File: src/rtl/pong_pkg.sv
// Shared definitions for the pong scoreboard path.
//   - Digit box size, segment rectangle bands and the blank pattern.
//   - Game state enum.
//   - BCD increment and BCD->binary helpers.
//   - Small geometry helpers used by the pixel renderer.
package pong_pkg;

  localparam logic [9:0] DIGIT_W   = 10'd26;
  localparam logic [9:0] DIGIT_H   = 10'd39;
  localparam logic [6:0] SEG_BLANK = 7'h7F;

  // Segment column bands, relative to the slot origin (inclusive bounds)
  localparam logic [5:0] SEG_XL_LO = 6'd0;   // e, f
  localparam logic [5:0] SEG_XL_HI = 6'd4;
  localparam logic [5:0] SEG_XM_LO = 6'd5;   // a, g, d
  localparam logic [5:0] SEG_XM_HI = 6'd20;
  localparam logic [5:0] SEG_XR_LO = 6'd21;  // b, c
  localparam logic [5:0] SEG_XR_HI = 6'd25;

  // Segment row bands, relative to the slot origin (inclusive bounds)
  localparam logic [5:0] SEG_YT_LO = 6'd0;   // a
  localparam logic [5:0] SEG_YT_HI = 6'd4;
  localparam logic [5:0] SEG_YU_LO = 6'd5;   // b, f
  localparam logic [5:0] SEG_YU_HI = 6'd16;
  localparam logic [5:0] SEG_YM_LO = 6'd17;  // g
  localparam logic [5:0] SEG_YM_HI = 6'd21;
  localparam logic [5:0] SEG_YL_LO = 6'd22;  // c, e
  localparam logic [5:0] SEG_YL_HI = 6'd33;
  localparam logic [5:0] SEG_YB_LO = 6'd34;  // d
  localparam logic [5:0] SEG_YB_HI = 6'd38;

  typedef enum logic {
    PLAY = 1'b0,
    OVER = 1'b1
  } state_t;

  // Two-digit BCD increment, saturating at 99
  function automatic logic [7:0] bcd_inc(input logic [7:0] v);
    logic [7:0] r;
    if (v == 8'h99)
      r = v;
    else if (v[3:0] == 4'd9)
      r = {v[7:4] + 4'd1, 4'd0};
    else
      r = {v[7:4], v[3:0] + 4'd1};
    return r;
  endfunction

  function automatic logic [6:0] bcd_to_bin(input logic [7:0] v);
    return ({3'b000, v[7:4]} * 7'd10) + {3'b000, v[3:0]};
  endfunction

  function automatic logic in_band(input logic [5:0] v,
                                   input logic [5:0] lo,
                                   input logic [5:0] hi);
    return (v >= lo) && (v <= hi);
  endfunction

  // Pixel (px, py) inside the DIGIT_W x DIGIT_H box anchored at (sx, sy)
  function automatic logic in_box(input logic [9:0] px, input logic [9:0] py,
                                  input logic [9:0] sx, input logic [9:0] sy);
    return (px >= sx) && ((px - sx) < DIGIT_W) &&
           (py >= sy) && ((py - sy) < DIGIT_H);
  endfunction

endpackage

File: src/rtl/seven_seg_decode.sv
// BCD digit to active-low seven-segment pattern.
//   i_digit : 4-bit digit code; 10..15 decode to all-off
//   o_seg   : segments, bit 0 = a ... bit 6 = g, 0 = lit
import pong_pkg::*;

module seven_seg_decode (
  input  logic [3:0] i_digit,
  output logic [6:0] o_seg
);

  always_comb begin
    o_seg = SEG_BLANK;
    case (i_digit)
      4'd0: o_seg = 7'h40;
      4'd1: o_seg = 7'h79;
      4'd2: o_seg = 7'h24;
      4'd3: o_seg = 7'h30;
      4'd4: o_seg = 7'h19;
      4'd5: o_seg = 7'h12;
      4'd6: o_seg = 7'h02;
      4'd7: o_seg = 7'h78;
      4'd8: o_seg = 7'h00;
      4'd9: o_seg = 7'h10;
      default: o_seg = SEG_BLANK;
    endcase
  end

endmodule

File: src/rtl/score_board_ctrl.sv
// Pong scoreboard controller.
// Keeps both players' BCD scores, detects the winner, sequences game over /
// restart, and renders the four score digits into a registered pixel flag.
//   clk, reset        : clock, synchronous active-high reset
//   point_p1/point_p2 : scoring levels from the ball logic, counted on rise
//   new_game          : restart pulse, honoured only after game over
//   x, y              : current pixel position
//   score_on          : pixel lies on a lit segment (1-clock latency)
//   game_over, winner : game finished / who won (0 = p1, 1 = p2)
//   p1_bcd, p2_bcd    : scores as {tens, units}
import pong_pkg::*;

module score_board_ctrl #(
  parameter int unsigned WIN_SCORE   = 11,
  parameter logic [9:0]  P1_X        = 10'd240,
  parameter logic [9:0]  P2_X        = 10'd360,
  parameter logic [9:0]  DIGIT_Y     = 10'd20,
  parameter logic [9:0]  DIGIT_PITCH = 10'd32
) (
  input  logic       clk,
  input  logic       reset,
  input  logic       point_p1,
  input  logic       point_p2,
  input  logic       new_game,
  input  logic [9:0] x,
  input  logic [9:0] y,
  output logic       score_on,
  output logic       game_over,
  output logic       winner,
  output logic [7:0] p1_bcd,
  output logic [7:0] p2_bcd
);

  localparam logic [6:0] WIN_BIN = 7'(WIN_SCORE);
  localparam logic [9:0] P1U_X   = P1_X + DIGIT_PITCH;
  localparam logic [9:0] P2U_X   = P2_X + DIGIT_PITCH;

  state_t     r_state;
  state_t     w_state_next;
  logic       r_p1_q;
  logic       r_p2_q;
  logic       r_winner;
  logic       w_winner_next;
  logic [7:0] r_p1_bcd;
  logic [7:0] r_p2_bcd;
  logic [7:0] w_p1_next;
  logic [7:0] w_p2_next;
  logic [7:0] w_p1_inc;
  logic [7:0] w_p2_inc;
  logic       w_rise_p1;
  logic       w_rise_p2;
  logic       r_score_on;

  // ---------------------------------------------------------------------------
  // Point edge detection
  // ---------------------------------------------------------------------------
  assign w_rise_p1 = point_p1 & ~r_p1_q;
  assign w_rise_p2 = point_p2 & ~r_p2_q;
  assign w_p1_inc  = bcd_inc(r_p1_bcd);
  assign w_p2_inc  = bcd_inc(r_p2_bcd);

  // ---------------------------------------------------------------------------
  // FSM: state / score registers
  // ---------------------------------------------------------------------------
  always_ff @(posedge clk) begin
    if (reset) begin
      r_state  <= PLAY;
      r_p1_q   <= 1'b0;
      r_p2_q   <= 1'b0;
      r_winner <= 1'b0;
      r_p1_bcd <= '0;
      r_p2_bcd <= '0;
    end else begin
      r_state  <= w_state_next;
      r_p1_q   <= point_p1;
      r_p2_q   <= point_p2;
      r_winner <= w_winner_next;
      r_p1_bcd <= w_p1_next;
      r_p2_bcd <= w_p2_next;
    end
  end

  // ---------------------------------------------------------------------------
  // FSM: next state and score update
  // ---------------------------------------------------------------------------
  always_comb begin
    w_state_next  = r_state;
    w_winner_next = r_winner;
    w_p1_next     = r_p1_bcd;
    w_p2_next     = r_p2_bcd;
    case (r_state)
      PLAY: begin
        // simultaneous rises void the rally
        if (w_rise_p1 && !w_rise_p2) begin
          w_p1_next = w_p1_inc;
          if (bcd_to_bin(w_p1_inc) == WIN_BIN) begin
            w_state_next  = OVER;
            w_winner_next = 1'b0;
          end
        end else if (w_rise_p2 && !w_rise_p1) begin
          w_p2_next = w_p2_inc;
          if (bcd_to_bin(w_p2_inc) == WIN_BIN) begin
            w_state_next  = OVER;
            w_winner_next = 1'b1;
          end
        end
      end
      OVER: begin
        if (new_game) begin
          w_state_next  = PLAY;
          w_winner_next = 1'b0;
          w_p1_next     = '0;
          w_p2_next     = '0;
        end
      end
      default: w_state_next = PLAY;
    endcase
  end

  // ---------------------------------------------------------------------------
  // FSM: outputs
  // ---------------------------------------------------------------------------
  always_comb begin
    game_over = (r_state == OVER);
    winner    = r_winner;
    p1_bcd    = r_p1_bcd;
    p2_bcd    = r_p2_bcd;
    score_on  = r_score_on;
  end

  // ---------------------------------------------------------------------------
  // Slot select: first hit in order P1T, P1U, P2T, P2U
  // ---------------------------------------------------------------------------
  logic [3:0] w_hit;
  logic       w_sel_valid;
  logic       w_sel_tens;
  logic [3:0] w_sel_digit;
  logic [9:0] w_sel_x;
  logic [5:0] w_dx;
  logic [5:0] w_dy;
  logic [6:0] w_dec_seg;
  logic [6:0] w_seg;
  logic [6:0] w_seg_area;
  logic       w_lit;

  always_comb begin
    w_hit[0] = in_box(x, y, P1_X,  DIGIT_Y);
    w_hit[1] = in_box(x, y, P1U_X, DIGIT_Y);
    w_hit[2] = in_box(x, y, P2_X,  DIGIT_Y);
    w_hit[3] = in_box(x, y, P2U_X, DIGIT_Y);

    w_sel_valid = 1'b1;
    w_sel_tens  = 1'b0;
    w_sel_digit = '0;
    w_sel_x     = P1_X;
    if (w_hit[0]) begin
      w_sel_tens  = 1'b1;
      w_sel_digit = r_p1_bcd[7:4];
      w_sel_x     = P1_X;
    end else if (w_hit[1]) begin
      w_sel_digit = r_p1_bcd[3:0];
      w_sel_x     = P1U_X;
    end else if (w_hit[2]) begin
      w_sel_tens  = 1'b1;
      w_sel_digit = r_p2_bcd[7:4];
      w_sel_x     = P2_X;
    end else if (w_hit[3]) begin
      w_sel_digit = r_p2_bcd[3:0];
      w_sel_x     = P2U_X;
    end else begin
      w_sel_valid = 1'b0;
    end

    // The offsets are below 64 whenever a slot hits, so only the low bits of
    // the subtraction matter; misses are blanked below anyway.
    w_dx = x[5:0] - w_sel_x[5:0];
    w_dy = y[5:0] - DIGIT_Y[5:0];
  end

  seven_seg_decode u_decode (
    .i_digit (w_sel_digit),
    .o_seg   (w_dec_seg)
  );

  // ---------------------------------------------------------------------------
  // Shared segment renderer
  // ---------------------------------------------------------------------------
  always_comb begin
    if (!w_sel_valid || (w_sel_tens && (w_sel_digit == 4'd0)))
      w_seg = SEG_BLANK;
    else
      w_seg = w_dec_seg;

    w_seg_area[0] = in_band(w_dx, SEG_XM_LO, SEG_XM_HI) && in_band(w_dy, SEG_YT_LO, SEG_YT_HI);
    w_seg_area[1] = in_band(w_dx, SEG_XR_LO, SEG_XR_HI) && in_band(w_dy, SEG_YU_LO, SEG_YU_HI);
    w_seg_area[2] = in_band(w_dx, SEG_XR_LO, SEG_XR_HI) && in_band(w_dy, SEG_YL_LO, SEG_YL_HI);
    w_seg_area[3] = in_band(w_dx, SEG_XM_LO, SEG_XM_HI) && in_band(w_dy, SEG_YB_LO, SEG_YB_HI);
    w_seg_area[4] = in_band(w_dx, SEG_XL_LO, SEG_XL_HI) && in_band(w_dy, SEG_YL_LO, SEG_YL_HI);
    w_seg_area[5] = in_band(w_dx, SEG_XL_LO, SEG_XL_HI) && in_band(w_dy, SEG_YU_LO, SEG_YU_HI);
    w_seg_area[6] = in_band(w_dx, SEG_XM_LO, SEG_XM_HI) && in_band(w_dy, SEG_YM_LO, SEG_YM_HI);

    w_lit = |(~w_seg & w_seg_area);
  end

  always_ff @(posedge clk) begin
    if (reset)
      r_score_on <= 1'b0;
    else
      r_score_on <= w_lit;
  end

endmodule

File: config.mk
export PLATFORM = sky130hd
export DESIGN_NAME = score_board_ctrl
export DESIGN_NICKNAME = d
export VERILOG_FILES = /design/src/rtl/pong_pkg.sv /design/src/rtl/seven_seg_decode.sv /design/src/rtl/score_board_ctrl.sv
export SDC_FILE = /design/constraint.sdc
export NUM_CORES = 1
export LEC_CHECK = 0
export ABC_AREA = 1
export BUFFER_PORTS_ARGS = -buffer_cell sky130_fd_sc_hd__buf_2
export CAP_MARGIN = 20
export CORE_ASPECT_RATIO = 0.9
export CORE_MARGIN = 2
export CORE_UTILIZATION = 36
export DETAILED_ROUTE_END_ITERATION = 10
export GPL_ROUTABILITY_DRIVEN = 0
export HOLD_SLACK_MARGIN = 0.15
export PLACE_DENSITY_LB_ADDON = 0.12
export SLEW_MARGIN = 25
export SYNTH_ARGS = -nofsm -noshare
export SYNTH_HDL_FRONTEND = slang
export SYNTH_SLANG_ARGS = --single-unit
export TNS_END_PERCENT = 1
File: constraint.sdc
create_clock -name clk -period 5.1 [get_ports clk]
set_clock_uncertainty 0.1 [all_clocks]
set_input_delay 1.53 -clock clk [delete_from_list [all_inputs] [get_ports clk]]
set_output_delay 1.53 -clock clk [all_outputs]
set_load 0.03 [all_outputs]
# Word-level counts from Yosys, hierarchy flattened
# Memory sizes are Yosys's and may differ from the RTL's.
# Index checks and enable logic that the tools add are counted.
# word_totals
register_bits,21
latchBits,0
ramBits,0
mem_bits_ro,112
in_bits,25
output_inout_bits,19
elab_cells,146
n_memories,1
# classes
addsub,13
n_mul,2
n_div,0
magnitude_cmp,26
eq_ne,13
shifts,0
mux,38
n_bitwise,7
reduce_logical,39
# memory_table
memory,words,width,rd,rd_ports_with_merged_regs,write_ports,line,rtl
(name not given),16,7,1,0,0,seven_seg_decode.sv:13,case (i_digit)
# ops
cell,count
two-way mux 8 bit,8
"< comparator 10 x 5 -> 1 bit, second input constant",4
one-hot mux 8 bit (2 select lines),2
">= comparator 10 x 9 -> 1 bit, second input constant",3
logical AND 1 bit,30
"subtractor 10 x 9 -> 10 bit, second input constant",3
"less-or-equal comparator 6 x 5 -> 1 bit, second input constant",4
two-way mux 6 bit,4
">= comparator 6 x 5 -> 1 bit, second input constant",3
two-way mux 1 bit,17
"adder 4 x 1 -> 4 bit, second input constant",4
"equality test 8 bit, second input constant",2
two-way mux 4 bit,4
adder 7 x 4 -> 7 bit,2
"equality test 7 x 4 -> 1 bit, second input constant",2
">= comparator 6 x 1 -> 1 bit, second input constant",2
">= comparator 6 x 3 -> 1 bit, second input constant",2
"less-or-equal comparator 6 x 3 -> 1 bit, second input constant",2
"less-or-equal comparator 6 bit, second input constant",2
"multiplier 4 x 3 -> 6 bit, second input constant",2
">= comparator 10 x 5 -> 1 bit, second input constant",1
">= comparator 10 x 8 -> 1 bit, second input constant",1
"< comparator 10 x 6 -> 1 bit, second input constant",1
"subtractor 10 x 5 -> 10 bit, second input constant",1
other kinds (20),32

# Longest topological paths before layout
# depth
depth_word,16
depth_mapped,27
ltp_nobuf,27

# Modules after synthesis
# Synthesis repeated with hierarchy kept, for this count alone.
# unflattened
cells_unflattened,507
area_unflattened_um2,3083.0
# modules_own_cells
module,n_inst,cells_each,area_each_um2,seq_area_each_um2
score_board_ctrl,1,472,2895.3,420.4
seven_seg_decode,1,35,187.7,0.0

# Worst setup path after synthesis
# OpenSTA, ideal clock, no wires.
# synth_path
path_type,input to register
startpoint,input port y[2]
endpoint,"register r_score_on, in the netlist score_on"
setup_ns,0.066
arrival_time_ns,4.303
t_required_ns,4.934
slack_ns,0.631
path_stages,25
path_buffers,0
path_cell_list,inv_1 > ha_1 > inv_1 > nand2_2 > nand2_2 > o21ai_1 > nand2_1 > nor2_4 > nand2_1 > nor2_4 > o21ai_0 > nor3_1 > ha_1 > inv_1 > fa_1 > xor2_1 > a21o_1 > nand2_1 > nor2_1 > nand2_1 > nor2_1 > nand4_1 > nand2_1 > inv_1 > a21oi_2
# synth_via
elab_chain_cells,14
elab_cells_between_ends,68
cone_classes,add/sub: 3; order compare: 18; mux: 16; bitwise: 2; reduce/logical: 28; memory: 1
# synth_lines
item,line,rtl
start: declaration,score_board_ctrl.sv:26,"input logic [9:0] y,"
branches (longest 12 deep; another with subtractor 10 x 5 -> 10 bit),-,
bitwise AND 7 bit (*),score_board_ctrl.sv:202,w_lit = |(~w_seg & w_seg_area);
OR reduction 7 bit (*),score_board_ctrl.sv:202,
end signal: assignment,score_board_ctrl.sv:209,r_score_on <= w_lit;
end: declaration,score_board_ctrl.sv:52,logic r_score_on;
# Every way passes the cells marked *.
# A chain may end at the register's enable or synchronous reset.

# Final worst setup path
# Ends and elaborated chain as after synthesis.

==> out/qor.txt <==
outcome - finished clean
RR Endpoint - winner$_SDFFE_PP0P_
final hold violation count - 0
H-tree levels - 1
Layout Nets - 637
via count - 3,265
post-CTS sizing - 0
Distinct cells, synth - 41
share of cells above drive strength 1 - 15.3%
CP Launch Type - input port
measured slew at the worst slew-check pin - 0.656 ns
WS Path Type - input port to flip-flop
die width - 103 um
max-slew violations - 0
gr ovfl total - 0
fin crit share - 90.7%
Sink Count - 21
vias in the first global route - 3,019
Post-CTS Setup Inserts - 0
fillers - 962
Async S/R FF share, synth - 0%
sequential share of the synthesized area - 13.2%
number of vias per cell - 4.74
post-placement cell count - 685
Hold Path Depth - 2
Post-Synthesis Cells - 527
IO Count - 44
worst setup margin - 0.473 ns
die height - 93.3 um
row count - 32
crit path max-delay cell type - fa_1
Slew HR - 56.0%
NetSw - 0.163 mW
initial antenna violation count - 0
TNS Setup - 0 ns
Max Clk Rate - 0.216 GHz
launching point of the worst reg2reg path - p1_bcd[0]$_SDFFE_PP0P_
worst hold margin - 0.371 ns
power per cell area - 121 nW/um2
Max stage delay on crit path - 0.36 ns
worst-skew pair later-pin latency - 0.27 ns
Clk network pwr share - 27.0%
# diodes - 0
Clock Tree Buf Depth - 2
final wirelength - 7850 um
cts hold-fix bufs - 0
Post-synth top flop - dfxtp_1
Remaining DRCs - 0
Die Footprint - 9630 um2
Int Pwr - 0.271 mW
Hold Crit Start - winner$_SDFFE_PP0P_
WP data required - 5.21 ns
Seq pwr share - 39.8%
CTS buffer count - 3
fin crit period - 4.63 ns
Non-Filler Instances - 689
IO buf count - 43
Iter 0 DRT Violations - 114
R2R setup slack - 0.79 ns
endpoints failing setup - 0
Peak VDD IR - 0.0845 mV
R2R cell count - 21
syn avg cell area - 6.05 um2
worst slack, placed - 0.189 ns
Layout area overhead - 12.3%
HP Class - flip-flop to flip-flop
Synthesized Nets - 593
Yosys reg bits - 21
RSZ-0062 raised after global routing - false
Max-Cap Viols - 0
clk slew on worst S/H paths - 0.09 ns
largest net degree at the start of global routing - 22
DR WL/cell - 11.4 um
total track usage - 17.0%
clock root buffer master - clkbuf_8
Warnings, synthesis - 0
Pleak - 1.82 nW
CP Data Arrival Time - 4.74 ns
Mapped Area - 3190 um2
Crit. End Element - flip-flop
Post-DP HPWL - 6560 um
most frequent cells in the layout - 139 x nand2_1, 83 x inv_1, 48 x nor2_1, 45 x nand3_1, 43 x buf_2
cell mode on critical path - nand2_1
antenna viol nets, final - 0
Hold EP - winner$_SDFFE_PP0P_
CORE AREA - 8610 um2
part of the power in combinational logic - 33.3%
most common cell after layout, fill and taps aside - nand2_1
Post-synth EDFFs - 0
Net Sw Frac - 37.6%
first-pass GRT wire length - 13,600 um
Detailed Routing Iterations Pass 1 - 4
Initial Util - 37.0%
crit-path max FO - 6
CTS tree - built
## final cells by class
class	instances	area [um2]	area share, %
Clock buffer	3	41.3	1.15
Clock inverter	1	5.00	0.140
Inverter	89	337	9.40
Multi-Input combinational cell	413	2410	67.4
Sequential cell	21	420	11.7
Tap cell	119	149	4.16
Timing Repair Buffer	43	215	6.01
## stage by stage
stage	total power [mW]	area, um2	util (%)
floorplan	0.279	3190	-
global placement	0.320	3530	41.1
detailed placement	0.321	3530	41.1
CTS	0.439	3580	41.6
global route	0.467	3580	41.6
finish	0.434	3580	41.6
## power groups by stage
stage | Sequential (mW) | Combinational [mW] | Clock [mW]
global route | 0.173 | 0.165 | 0.128
detailed placement | 0.176 | 0.144 | 0
CTS | 0.173 | 0.145 | 0.121
floorplan | 0.180 | 0.0990 | 0
global placement | 0.176 | 0.144 | 0
finish | 0.173 | 0.144 | 0.117
## flip-flops by register name (all words and copies together), names as in the netlist
name and cells:
p1_bcd 8, p2_bcd 8, game_over 1, r_p1_q 1, r_p2_q 1, score_on 1, winner 1
## critical path: cells and delay by family
family                     cells  cell delay (ns)
AOI/OAI and AO/OA              4             0.49
xor gates and xnor gates       1             0.20
adders and majority gates      3             0.74
buffers and inverters          5             0.41
and+or+nand+nor               13             1.36
## cells by family (layout without fill, tap and decap cells)
kind of cell             after synthesis  after routing  share of synthesized area [%]
AND/OR/NAND/NOR                      278            278                           40.2
AO/OA/AOI/OAI                         80             80                           14.4
buffers and inverters                 93            136                           11.1
XOR/XNOR                              14             14                           3.84
adder cells (fa/ha/maj)               41             41                           17.3
flip-flops                            21             21                           13.2
## cells in the mapped netlist (2+ instances only)
library cell	count	area, um2
a211oi_1	3	22.5
a21oi_1	38	190
a21oi_2	5	43.8
clkbuf_1	3	11.3
dfxtp_1	21	420
fa_1	5	100
ha_1	36	450
inv_1	83	312
inv_2	5	18.8
nand2_1	139	522
nand2_2	9	56.3
nand3_1	45	225
nand3_2	3	30.0
nand3b_1	2	15.0
nand4_1	7	43.8
nor2_1	48	180
nor2_2	2	12.5
nor2_4	7	78.8
nor3_1	4	20.0
nor4_1	3	18.8
o21ai_0	18	90.1
o21ai_1	5	25.0
o22ai_1	2	12.5
o31ai_1	2	15.0
or2_2	4	25.0
xnor2_1	6	52.6
xor2_1	8	70.1
## how the worst max path moves through the flow
| stage | start | endpoint | slack [ns] |
|---|---|---|---|
| 2_1_floorplan | y[2] | score_on$_SDFF_PP0_ | 0.63 |
| 3_3_place_gp | y[2] | score_on$_SDFF_PP0_ | 0.31 |
| 3_5_place_dp | y[2] | score_on$_SDFF_PP0_ | 0.19 |
| 4_1_cts | y[2] | score_on$_SDFF_PP0_ | 0.47 |
| 5_1_grt | y[2] | score_on$_SDFF_PP0_ | 0.14 |
| 6_report | y[2] | score_on$_SDFF_PP0_ | 0.47 |
## layer usage
| metal | routed length [um] | vias to the layer above | track usage (%) |
|---|---|---|---|
| li1 | - | 1785 | - |
| met1 | 4200 | 1439 | 24.8 |
| met2 | 3430 | 37 | 28.0 |
| met3 | 186 | 4 | 1.87 |
| met4 | 32 | 0 | 1.32 |
| met5 | 0 | - | 0 |
(Power assumes the default switching activity.)
